<file path="config.mk">
export PLATFORM = sky130hd
export DESIGN_NAME = nor_chain_pipe
export DESIGN_NICKNAME = d
export VERILOG_FILES = /design/src/rtl/nor_chain_pipe.sv
export SDC_FILE = /design/constraint.sdc
export NUM_CORES = 1
export LEC_CHECK = 0
export CORE_UTILIZATION = 47
export DETAILED_ROUTE_END_ITERATION = 16
export PLACE_DENSITY = 0.75
export SKIP_CTS_REPAIR_TIMING = 1
export SLEW_MARGIN = 15
export SYNTH_ARGS = -nofsm -noshare
export SYNTH_HDL_FRONTEND = slang
export SYNTH_SLANG_ARGS = --single-unit
</file>
<file path="constraint.sdc">
create_clock -name clk -period 2.2 [get_ports clk]
set_clock_uncertainty 0.2 [all_clocks]
set_input_delay 0.22 -clock clk [delete_from_list [all_inputs] [get_ports clk]]
set_output_delay 0.22 -clock clk [all_outputs]
set_load 0.01 [all_outputs]
</file>
<file path="src/rtl/nor_chain_pipe.sv">
// nor_chain_pipe: pipelined chain of two-input NOR/NAND gates across
// WIDTH independent lanes, one register stage per gate, valid/ready at
// both ends and a saturating count of results taken downstream.
//
// Each stage register carries its valid bit, the transaction mode, every
// tap computed so far and the side operands not yet consumed. Side
// operands are shifted right by one slice per stage, so the operand a
// stage needs is always in the low slice of its predecessor's register.
module nor_chain_pipe #(
  parameter int STAGES = 3,
  parameter int WIDTH  = 1,
  parameter int CNT_W  = 8
) (
  input  logic                      clk,
  input  logic                      rst,
  input  logic                      in_valid,
  output logic                      in_ready,
  input  logic                      in_mode,
  input  logic [WIDTH-1:0]          in_a,
  input  logic [STAGES*WIDTH-1:0]   in_b,
  output logic                      out_valid,
  input  logic                      out_ready,
  output logic [STAGES*WIDTH-1:0]   out_taps,
  output logic                      out_mode,
  output logic [CNT_W-1:0]          done_cnt
);

  localparam int TW = STAGES * WIDTH;

  logic            r_valid [STAGES];
  logic            r_mode  [STAGES];
  logic [TW-1:0]   r_taps  [STAGES];
  logic [TW-1:0]   r_b     [STAGES];
  logic [CNT_W-1:0] r_cnt;

  logic            w_valid_nxt [STAGES];
  logic            w_mode_nxt  [STAGES];
  logic [TW-1:0]   w_taps_nxt  [STAGES];
  logic [TW-1:0]   w_b_nxt     [STAGES];
  logic            w_advance;
  logic            w_emit;
  logic            w_unused_b;

  // One gate of the chain: mode 0 is NOR, mode 1 is NAND, bitwise per lane.
  function automatic logic [WIDTH-1:0] gate(input logic mode,
                                            input logic [WIDTH-1:0] x,
                                            input logic [WIDTH-1:0] y);
    return mode ? ~(x & y) : ~(x | y);
  endfunction

  // The whole pipe moves together: it advances whenever the output slot is
  // empty or being drained, bubbles included.
  assign w_advance = ~r_valid[STAGES-1] | out_ready;
  assign w_emit    = r_valid[STAGES-1] & out_ready;
  assign in_ready  = w_advance;

  assign out_valid = r_valid[STAGES-1];
  assign out_taps  = r_taps[STAGES-1];
  assign out_mode  = r_mode[STAGES-1];
  assign done_cnt  = r_cnt;

  // The last stage has no side operands left to consume.
  assign w_unused_b = ^r_b[STAGES-1];

  // Next contents of every stage: copy the predecessor, add one tap.
  always_comb begin
    for (int k = 0; k < STAGES; k++) begin
      w_valid_nxt[k] = 1'b0;
      w_mode_nxt[k]  = 1'b0;
      w_taps_nxt[k]  = '0;
      w_b_nxt[k]     = '0;
    end

    w_valid_nxt[0]             = in_valid & in_ready;
    w_mode_nxt[0]              = in_mode;
    w_taps_nxt[0][0 +: WIDTH]  = gate(in_mode, in_a, in_b[0 +: WIDTH]);
    w_b_nxt[0]                 = in_b >> WIDTH;

    for (int k = 1; k < STAGES; k++) begin
      w_valid_nxt[k] = r_valid[k-1];
      w_mode_nxt[k]  = r_mode[k-1];
      w_taps_nxt[k]  = r_taps[k-1];
      w_taps_nxt[k][k*WIDTH +: WIDTH] = gate(r_mode[k-1],
                                             r_taps[k-1][(k-1)*WIDTH +: WIDTH],
                                             r_b[k-1][WIDTH-1:0]);
      w_b_nxt[k]     = r_b[k-1] >> WIDTH;
    end
  end

  // Stage registers: cleared on reset, loaded together on advance, else held.
  always_ff @(posedge clk) begin
    if (rst) begin
      for (int k = 0; k < STAGES; k++) begin
        r_valid[k] <= 1'b0;
        r_mode[k]  <= 1'b0;
        r_taps[k]  <= '0;
        r_b[k]     <= '0;
      end
    end else if (w_advance) begin
      for (int k = 0; k < STAGES; k++) begin
        r_valid[k] <= w_valid_nxt[k];
        r_mode[k]  <= w_mode_nxt[k];
        r_taps[k]  <= w_taps_nxt[k];
        r_b[k]     <= w_b_nxt[k];
      end
    end
  end

  // Completed-result counter, sticks at all-ones instead of wrapping.
  always_ff @(posedge clk) begin
    if (rst) begin
      r_cnt <= '0;
    end else if (w_emit && (r_cnt != {CNT_W{1'b1}})) begin
      r_cnt <= r_cnt + CNT_W'(1);
    end
  end

endmodule

</file>
# Word-level counts from Yosys, hierarchy flattened
# Memory sizes are Yosys's and may differ from the RTL's.
# Index checks and enable logic that the tools add are counted.
[totals]
ff_bits = 8
ramBits = 21
in_bits = 9
memories = 4
[op_classes]
n_addsub = 1
n_eq_ne = 1
n_mux = 20
bitwise = 28
reduce_logical = 1
[mem_list]
columns = ["memory", "words", "word_bits", "rd", "rd_ports_with_merged_regs", "wr", "line", "text"]
rows = [
  ["r_taps", 3, 3, 3, 0, 3, "32", "logic [TW-1:0] r_taps [STAGES];"],
  ["r_b", 3, 2, 2, 0, 3, "33", "logic [TW-1:0] r_b [STAGES];"],
  ["r_mode", 3, 1, 3, 0, 3, "31", "logic r_mode [STAGES];"],
  ["r_valid", 3, 1, 3, 0, 3, "30", "logic r_valid [STAGES];"],
]
[op_table]
columns = ["cell", "n"]
rows = [
  ["1-bit bitwise OR", 16],
  ["1-bit two-way mux", 14],
  ["3-bit two-way mux", 3],
  ["8-bit by 1-bit adder with 8-bit output, second input constant", 1],
  ["8-bit inequality test, second input constant", 1],
  ["1-bit inverter", 7],
  ["2-bit two-way mux", 3],
  ["1-bit AND", 5],
  ["1-bit logical AND", 1],
]

# Longest topological paths before layout
# Gate-level depths: netlist of run 1.
# An unclocked memory read counts as a cell.
[depth]
ltp_word = 7
mapped_depth = 4
mapped_depth_nobuf = 4

# Least setup slack after synthesis of run 1
# No wires, ideal clock.
[synth_timing]
kind = "flip-flop to flip-flop"
startpoint = "reg r_cnt[0] (netlist: done_cnt[0])"
endpoint = "reg r_cnt[0] (netlist: done_cnt[0])"
setup_time_ns = 0.121
arrival_time_ns = 1.254
required_time_ns = 1.879
path_slack_ns = 0.624
stages_incl_launch_ff = 5
n_path_buf = 0
period_less_slack_ns = 1.576
path_cell_list = "dfxtp_1 -> ha_1 -> and4_4 -> a21oi_2 -> mux2_4"
[synth_between]
elab_chain_cells = 2
elab_cells_between_ends = 3
classes_between = "add/sub (1); eq/ne (1); reduce/logical (1)"
[synth_rtl]
columns = ["item", "line", "text"]
rows = [
  ["from (decl)", "34", "logic [CNT_W-1:0] r_cnt;"],
  ["from (signal assigned)", "114", "r_cnt <= r_cnt + CNT_W'(1);"],
  ["parallel branches: the longest is 2 deep, another holds 8-bit by 1-bit adder with 8-bit output", "-", ""],
]
# Several ways; the timed one is not identified.
# A chain may end at the register's enable or synchronous reset.

# Final worst setup path of run 1
[layout_timing]
startpoint = "in out_ready"
endpoint = "out in_ready"
[layout_between]
elab_chain_cells = 1
[layout_rtl]
columns = ["item", "line", "text"]
rows = [
  ["from (decl)", "22", "input logic out_ready,"],
  ["1-bit bitwise OR", "53", "assign w_advance = ~r_valid[STAGES-1] | out_ready;"],
  ["to (decl)", "17", "output logic in_ready,"],
]
# Every way passes these cells.

==> flow_summary_export.csv, run 1 <==
group,metric,value,unit
cts,clockRootBuffer,"clkbuf_4",
global_route,grt_pass1_vias,672,
detailed_routing,wirelength,1820,µm
yosys,syn_area_per_cell,11.9,µm²
final_layout,num_antenna_cells,0,
power,power_frac_clock,26.1,%
cts,clk_pin_slew,0.13,ns
yosys,syn-instance-count,88,
cts,cts_tree,"yes",
worst_setup_path,critPathMaxFanout,6,
timing,fin_crit,1.93,ns
final_layout,num-nets-final,122,
yosys,yosysWarningCount,0,
placement,io_buffers,22,
global_route,antenna_found_initial,0,
status,outcome,"finished, final reports clean",
power,p_total,757,µW
power,power_frac_comb,9.2,%
cts,clock_path_buffers,2,
floorplanning,start_util,51.9,%
detailed_routing,vias,737,
floorplanning,num_rows,16,
floorplanning,io_pins,23,
detailed_routing,drt_first_iter_violations,11,
yosys,synth_seq_cells,23,
global_route,grt-ovfl-total,0,
min_path,hp-class,"reg2reg",
floorplanning,core_area,2020,µm²
yosys,yosysSeqAreaShare,58.2,%
detailed_routing,drt_first_pass_iters,3,
power,p_int,591,µW
timing,worst_pin_slew,0.440,ns
cts,cts_buffers,3,
cts,h-tree-depth,1,
floorplanning,die-area,2420,µm²
timing,finalHoldViolCount,0,
worst_setup_path,setup.worst_path.start_class,"input pin",
placement,gp_congestion,0.851,
timing,fin_crit_sh,87.5,%
power,ir_drop,491,µV
placement,dp_hpwl,1320,µm
cts,clock-sinks,23,
final_layout,drive_gt1_share,10.8,%
cts,clk_latency,0.31,ns
power,p_seq_share,64.6,%
timing,setup_tns,0,ns
worst_setup_path,critPathKind,"in2out",
global_route,grt_pass1_wl,3130,µm
detailed_routing,wl_per_cell,13.2,µm
yosys,synthDistinctLibCells,31,
timing,maxSlewHeadroom,70.6,%
power,p_leak,0.475,nW
yosys,syn-num-nets,98,
final_layout,final_core_util,64.8,%
final_layout,fill_cells,169,
flow_run,maxCapViolations,0,
worst_setup_path,critical_path_required,1.78,ns
timing,finalMaxSlewViolations,0,
timing,rsz0062_at_grt,"no",
timing,max_freq,519,MHz
worst_setup_path,worstSetupEndpointType,"primary output",
power,powerDensity,578,nW/µm²
global_route,grt_usage,17.8,%
yosys,synth_area,1050,µm²
final_layout,syn_to_final_growth,24.9,%
timing,finalSetupViolCount,0,
worst_setup_path,cp.arrival,1.51,ns
final_layout,multi_input_area,395,µm²
detailed_routing,ant_nets,0,
detailed_routing,via_per_inst,5.34,
power,swShare,22.0,%
final_layout,register_area,611,µm²
detailed_routing,drt_drc_violations_left,0,
power,power.switching,166,µW
floorplanning,die_h,49.2,µm
floorplanning,chipWidth,49.2,µm
global_route,grt_max_degree,16,
-- sequential cells by signal (all words and copies together), names as in the netlist --
register / cells
r_mode: 3
r_b: 3
done_cnt: 8
r_taps: 6
r_valid: 3
-- cell usage in the layout, fill, tap and decap left out --
cell type / Yosys / final
nor2_1: 7 / 7
a21oi_2: 1 / 1
nand2b_2: 1 / 1
a21o_1: 1 / 1
and3_1: 3 / 3
a31oi_1: 3 / 3
inv_1: 4 / 4
and2_1: 9 / 9
nand3_1: 2 / 2
buf_4: 3 / 1
ha_1: 1 / 1
and4_1: 1 / 1
dfxtp_1: 8 / 8
nand2b_1: 3 / 3
a21oi_1: 2 / 2
mux2_4: 1 / 1
clkbuf_4: 0 / 3
a41oi_1: 1 / 1
nand2_1: 2 / 2
nor2b_1: 3 / 3
edfxtp_1: 15 / 15
nor3b_1: 1 / 1
mux2i_1: 1 / 1
clkdlybuf4s50_1: 0 / 22
or2_2: 1 / 1
nand4_1: 2 / 2
clkinv_2: 0 / 1
and4_4: 1 / 1
nor3_1: 1 / 1
a211oi_2: 1 / 1
a211oi_1: 4 / 4
nor4b_2: 1 / 1
maj3_1: 3 / 3
-- final cells by class --
class,count,share of cell area [%]
Tap cell,27,2.58
Inverter,4,1.15
Sequential cell,23,46.6
Clock inverter,1,0.382
Clock buffer,3,1.72
Timing Repair Buffer,23,17.4
Multi-Input combinational cell,57,30.2
-- path summary, 6_finish.rpt --
path                                                  to  depth (start not counted)  slack [ns]                startpoint
worst max register to register  done_cnt[0]$_SDFFE_PP0P_                          4        0.57  done_cnt[0]$_SDFFE_PP0P_
worst min-delay path             r_b[0][2]$_SDFFCE_PN0P_                          1        0.34   r_b[0][1]$_SDFFCE_PN0P_
worst max-delay path                            in_ready                          3        0.27                 out_ready
worst min register to register   r_b[0][2]$_SDFFCE_PN0P_                          1        0.34   r_b[0][1]$_SDFFCE_PN0P_
-- routing by layer --
| layer | wire [µm] | track usage, % |
|---|---|---|
| met5 | 0 | 0 |
| met4 | 9 | 8.82 |
| met3 | 56 | 5.61 |
| met2 | 904 | 26.9 |
| met1 | 853 | 22.7 |
-- cell families (layout without fill, tap and decap cells) --
| logic type | count (synthesis) | in the layout | synth area share [%] |
|---|---|---|---|
| mux | 2 | 2 | 2.39 |
| buf+inv | 8 | 31 | 4.06 |
| flops | 23 | 23 | 58.2 |
| compound gates | 13 | 13 | 9.19 |
| simple gates | 38 | 38 | 22.1 |
| fa+ha+maj | 4 | 4 | 4.06 |
-- cells in the mapped netlist --
library cell	count	area (µm²)
nand2b_1	3	18.8
edfxtp_1	15	450
nand2b_2	1	8.76
ha_1	1	12.5
a21o_1	1	7.51
a41oi_1	1	8.76
nor3_1	1	5.00
buf_2	1	5.00
nand2_1	2	7.51
nand3_1	2	10.0
and4_4	1	11.3
or2_2	1	6.26
mux2_4	1	15.0
a211oi_1	4	30.0
and3_1	3	18.8
buf_4	3	22.5
a21oi_1	2	10.0
mux2i_1	1	10.0
nor4b_2	1	15.0
and2_1	9	56.3
a21oi_2	1	8.76
and4_1	1	8.76
inv_1	4	15.0
nor2b_1	3	18.8
nor2_1	7	26.3
a211oi_2	1	12.5
nor3b_1	1	7.51
dfxtp_1	8	160
a31oi_1	3	18.8
maj3_1	3	30.0
nand4_1	2	12.5
-- power groups by stage --
stage	Clock [mW]	Sequential [mW]	Combinational [mW]
finish	0.198	0.490	0.0701
detailed placement	0	0.499	0.0707
global placement	0	0.499	0.0673
floorplan	0	0.499	0.0376
global route	0.226	0.493	0.0762
CTS	0.200	0.490	0.0710
-- metrics by stage --
stage | cells | instance area [µm²] | setup slack [ns] | hold slack, ns
after CTS | 138 | 1310 | 0.274 | 0.338
after global placement | 134 | 1280 | 0.305 | 0.302
final | 138 | 1310 | 0.274 | 0.342
after global routing | 138 | 1310 | 0.181 | 0.328
after floorplan | 88 | 1050 | 0.624 | 0.204
after detailed placement | 134 | 1280 | 0.296 | 0.308
-- critical path: stages --
cell	delay, ns
clkdlybuf4s50_1	0.56
nand2b_2	0.18
clkdlybuf4s50_1	0.54
Note: power is estimated with default switching activity, not from simulation.
==> inputs of run 2 (changes only) <==
Settings changed: SKIP_CTS_REPAIR_TIMING 1 to not set.
==> results of run 2 <==
No change in the layout: final DEF, timing and power equal those of run 1.
==> inputs of run 3 (changes only) <==
Settings changed: CORE_MARGIN set to 2, SETUP_SLACK_MARGIN set to 0.02.
==> flow_summary_export.csv, run 3 (synthesized netlist as in run 1, its figures left out) <==
group,metric,value,unit
status,outcome,"finished, final reports clean",
power,p_leak,0.472,nW
cts,h-tree-depth,1,
cts,clockRootBuffer,"clkbuf_4",
worst_setup_path,cp.arrival,1.49,ns
worst_setup_path,worstSetupEndpointType,"primary output",
final_layout,layout_common_cells,"clkdlybuf4s50_1 (22), edfxtp_1 (15), and2_1 (9), dfxtp_1 (8), nor2_1 (7)",
floorplanning,start_util,48.3,%
final_layout,layout_commonest_cell,"clkdlybuf4s50_1",
final_layout,syn_to_final_growth,24.9,%
global_route,grt-ovfl-total,0,
final_layout,num_antenna_cells,0,
cts,cts_resized,0,
power,powerDensity,566,nW/µm²
worst_setup_path,worstPathCellList,"nand2b_2, clkdlybuf4s50_1",
floorplanning,chipWidth,51.2,µm
final_layout,num-nets-final,122,
power,p_total,741,µW
worst_setup_path,critPathMaxFanout,7,
placement,post-place-ws,0.282,ns
worst_setup_path,cp-endpoint,"in_ready",
floorplanning,die-area,2620,µm²
timing,max_freq,525,MHz
worst_setup_path,critical_path_required,1.78,ns
power,ir_drop,426,µV
cts,cts_buffers,3,
cts,clock_path_buffers,2,
worst_setup_path,r2r_cells,4,
min_path,hp-start,"r_taps[0][3]$_SDFFCE_PN0P_",
cts,clock-sinks,23,
global_route,antenna_found_initial,0,
timing,worst_pin_slew,0.436,ns
power,power_frac_comb,9.2,%
detailed_routing,via_per_inst,5.06,
worst_setup_path,cp_slowest_cell,"clkdlybuf4s50_1",
global_route,grt_max_degree,16,
floorplanning,num_rows,17,
floorplanning,die_h,51.2,µm
detailed_routing,drt_first_iter_violations,12,
timing,fin_ws,0.295,ns
final_layout,drive_gt1_share,9.91,%
min_path,hp-class,"reg2reg",
worst_setup_path,critPathKind,"reg2out",
placement,io_buffers,22,
final_layout,largest_register_ffs,8,
power,p_seq_share,65.9,%
placement,dp_hpwl,1180,µm
power,swShare,20.0,%
detailed_routing,drt_drc_violations_left,0,
floorplanning,core_area,2170,µm²
worst_setup_path,r2r_setup_slack,0.54,ns
flow_run,maxCapViolations,0,
worst_setup_path,reg2reg_to,"done_cnt[5]$_SDFFE_PP0P_",
detailed_routing,wirelength,1580,µm
cts,cts_hold_buffers,0,
cts,cts_tree,"yes",
placement,dp_cells,135,
worst_setup_path,startpoint,"r_valid[0][2]$_SDFFCE_PN0P_",
cts,clk_latency,0.29,ns
timing,finalHoldViolCount,0,
worst_setup_path,setup.worst_path.start_class,"flip-flop",
floorplanning,io_pins,23,
timing,finalSetupViolCount,0,
power,power.switching,148,µW
placement,gp_congestion,0.804,
worst_setup_path,r2r_start,"done_cnt[0]$_SDFFE_PP0P_",
detailed_routing,ant_nets,0,
final_layout,finalNonFillerCells,139,
timing,finalMaxSlewViolations,0,
timing,rsz0062_at_grt,"no",
detailed_routing,vias,703,
detailed_routing,wl_per_cell,11.4,µm
detailed_routing,drt_first_pass_iters,2,
global_route,grt_usage,13.7,%
worst_setup_path,cpPeakStageDelay,0.54,ns
timing,maxSlewHeadroom,70.9,%
power,power_frac_clock,24.9,%
timing,fin_crit,1.91,ns
power,p_int,593,µW
cts,clk_pin_slew,0.12,ns
timing,fin_crit_sh,86.6,%
cts,cts_setup_buffers,0,
global_route,grt_pass1_vias,630,
global_route,grt_pass1_wl,2690,µm
timing,setup_tns,0,ns
==> run 3: changes by cell type in the layout (fill, tap and decap cells not counted), sizes merged <==
cell	change
clkbuf	+1
clkinv	-1
==> run 3: final cells by class <==
type                            count  area, µm²
Sequential cell                    23        611
Tap cell                           28       35.0
Multi-Input combinational cell     57        395
Timing Repair Buffer               23        228
Fill cell                         185        860
Clock buffer                        4       26.3
Inverter                            4       15.0
==> run 3: worst min path at each step <==
stage                                      end  slack [ns]  cells after the start
finish              r_taps[0][6]$_SDFFCE_PN0P_        0.33                      1
global route        r_taps[0][6]$_SDFFCE_PN0P_        0.35                      1
CTS                 r_taps[0][6]$_SDFFCE_PN0P_        0.33                      1
detailed placement  r_taps[0][6]$_SDFFCE_PN0P_        0.30                      1
global placement       r_b[0][2]$_SDFFCE_PN0P_        0.30                      1
floorplan             done_cnt[1]$_SDFFE_PP0P_        0.20                      2
==> run 3: worst max-delay path: cells and delay by family, from the launching register on <==
family / cells / cell delay (ns)
buffers and inverters: 1 / 0.54
DFF: 1 / 0.51
and+or+nand+nor: 1 / 0.14
==> run 3: per-stage QoR <==
stage / cell area, µm² / util [%] / hold slack [ns]
floorplan: 1050 / - / 0.204
global placement: 1280 / 59.2 / 0.302
detailed placement: 1280 / 59.2 / 0.301
CTS: 1310 / 60.4 / 0.328
global route: 1310 / 60.4 / 0.350
finish: 1310 / 60.4 / 0.326
==> run 3: power by group through the flow <==
stage	sequential, mW	clock, mW	combinational (mW)
finish	0.489	0.184	0.0681
global route	0.491	0.203	0.0763
floorplan	0.499	0	0.0376
CTS	0.489	0.192	0.0695
detailed placement	0.499	0	0.0693
global placement	0.499	0	0.0671
==> run 3: metal layers <==
metal,vias to the layer above,GRT usage (%),wire (µm)
li1,363,-,-
met4,0,2.63,0
met5,-,0,0
met1,325,18.3,785
met2,15,22.7,729
met3,0,3.51,68
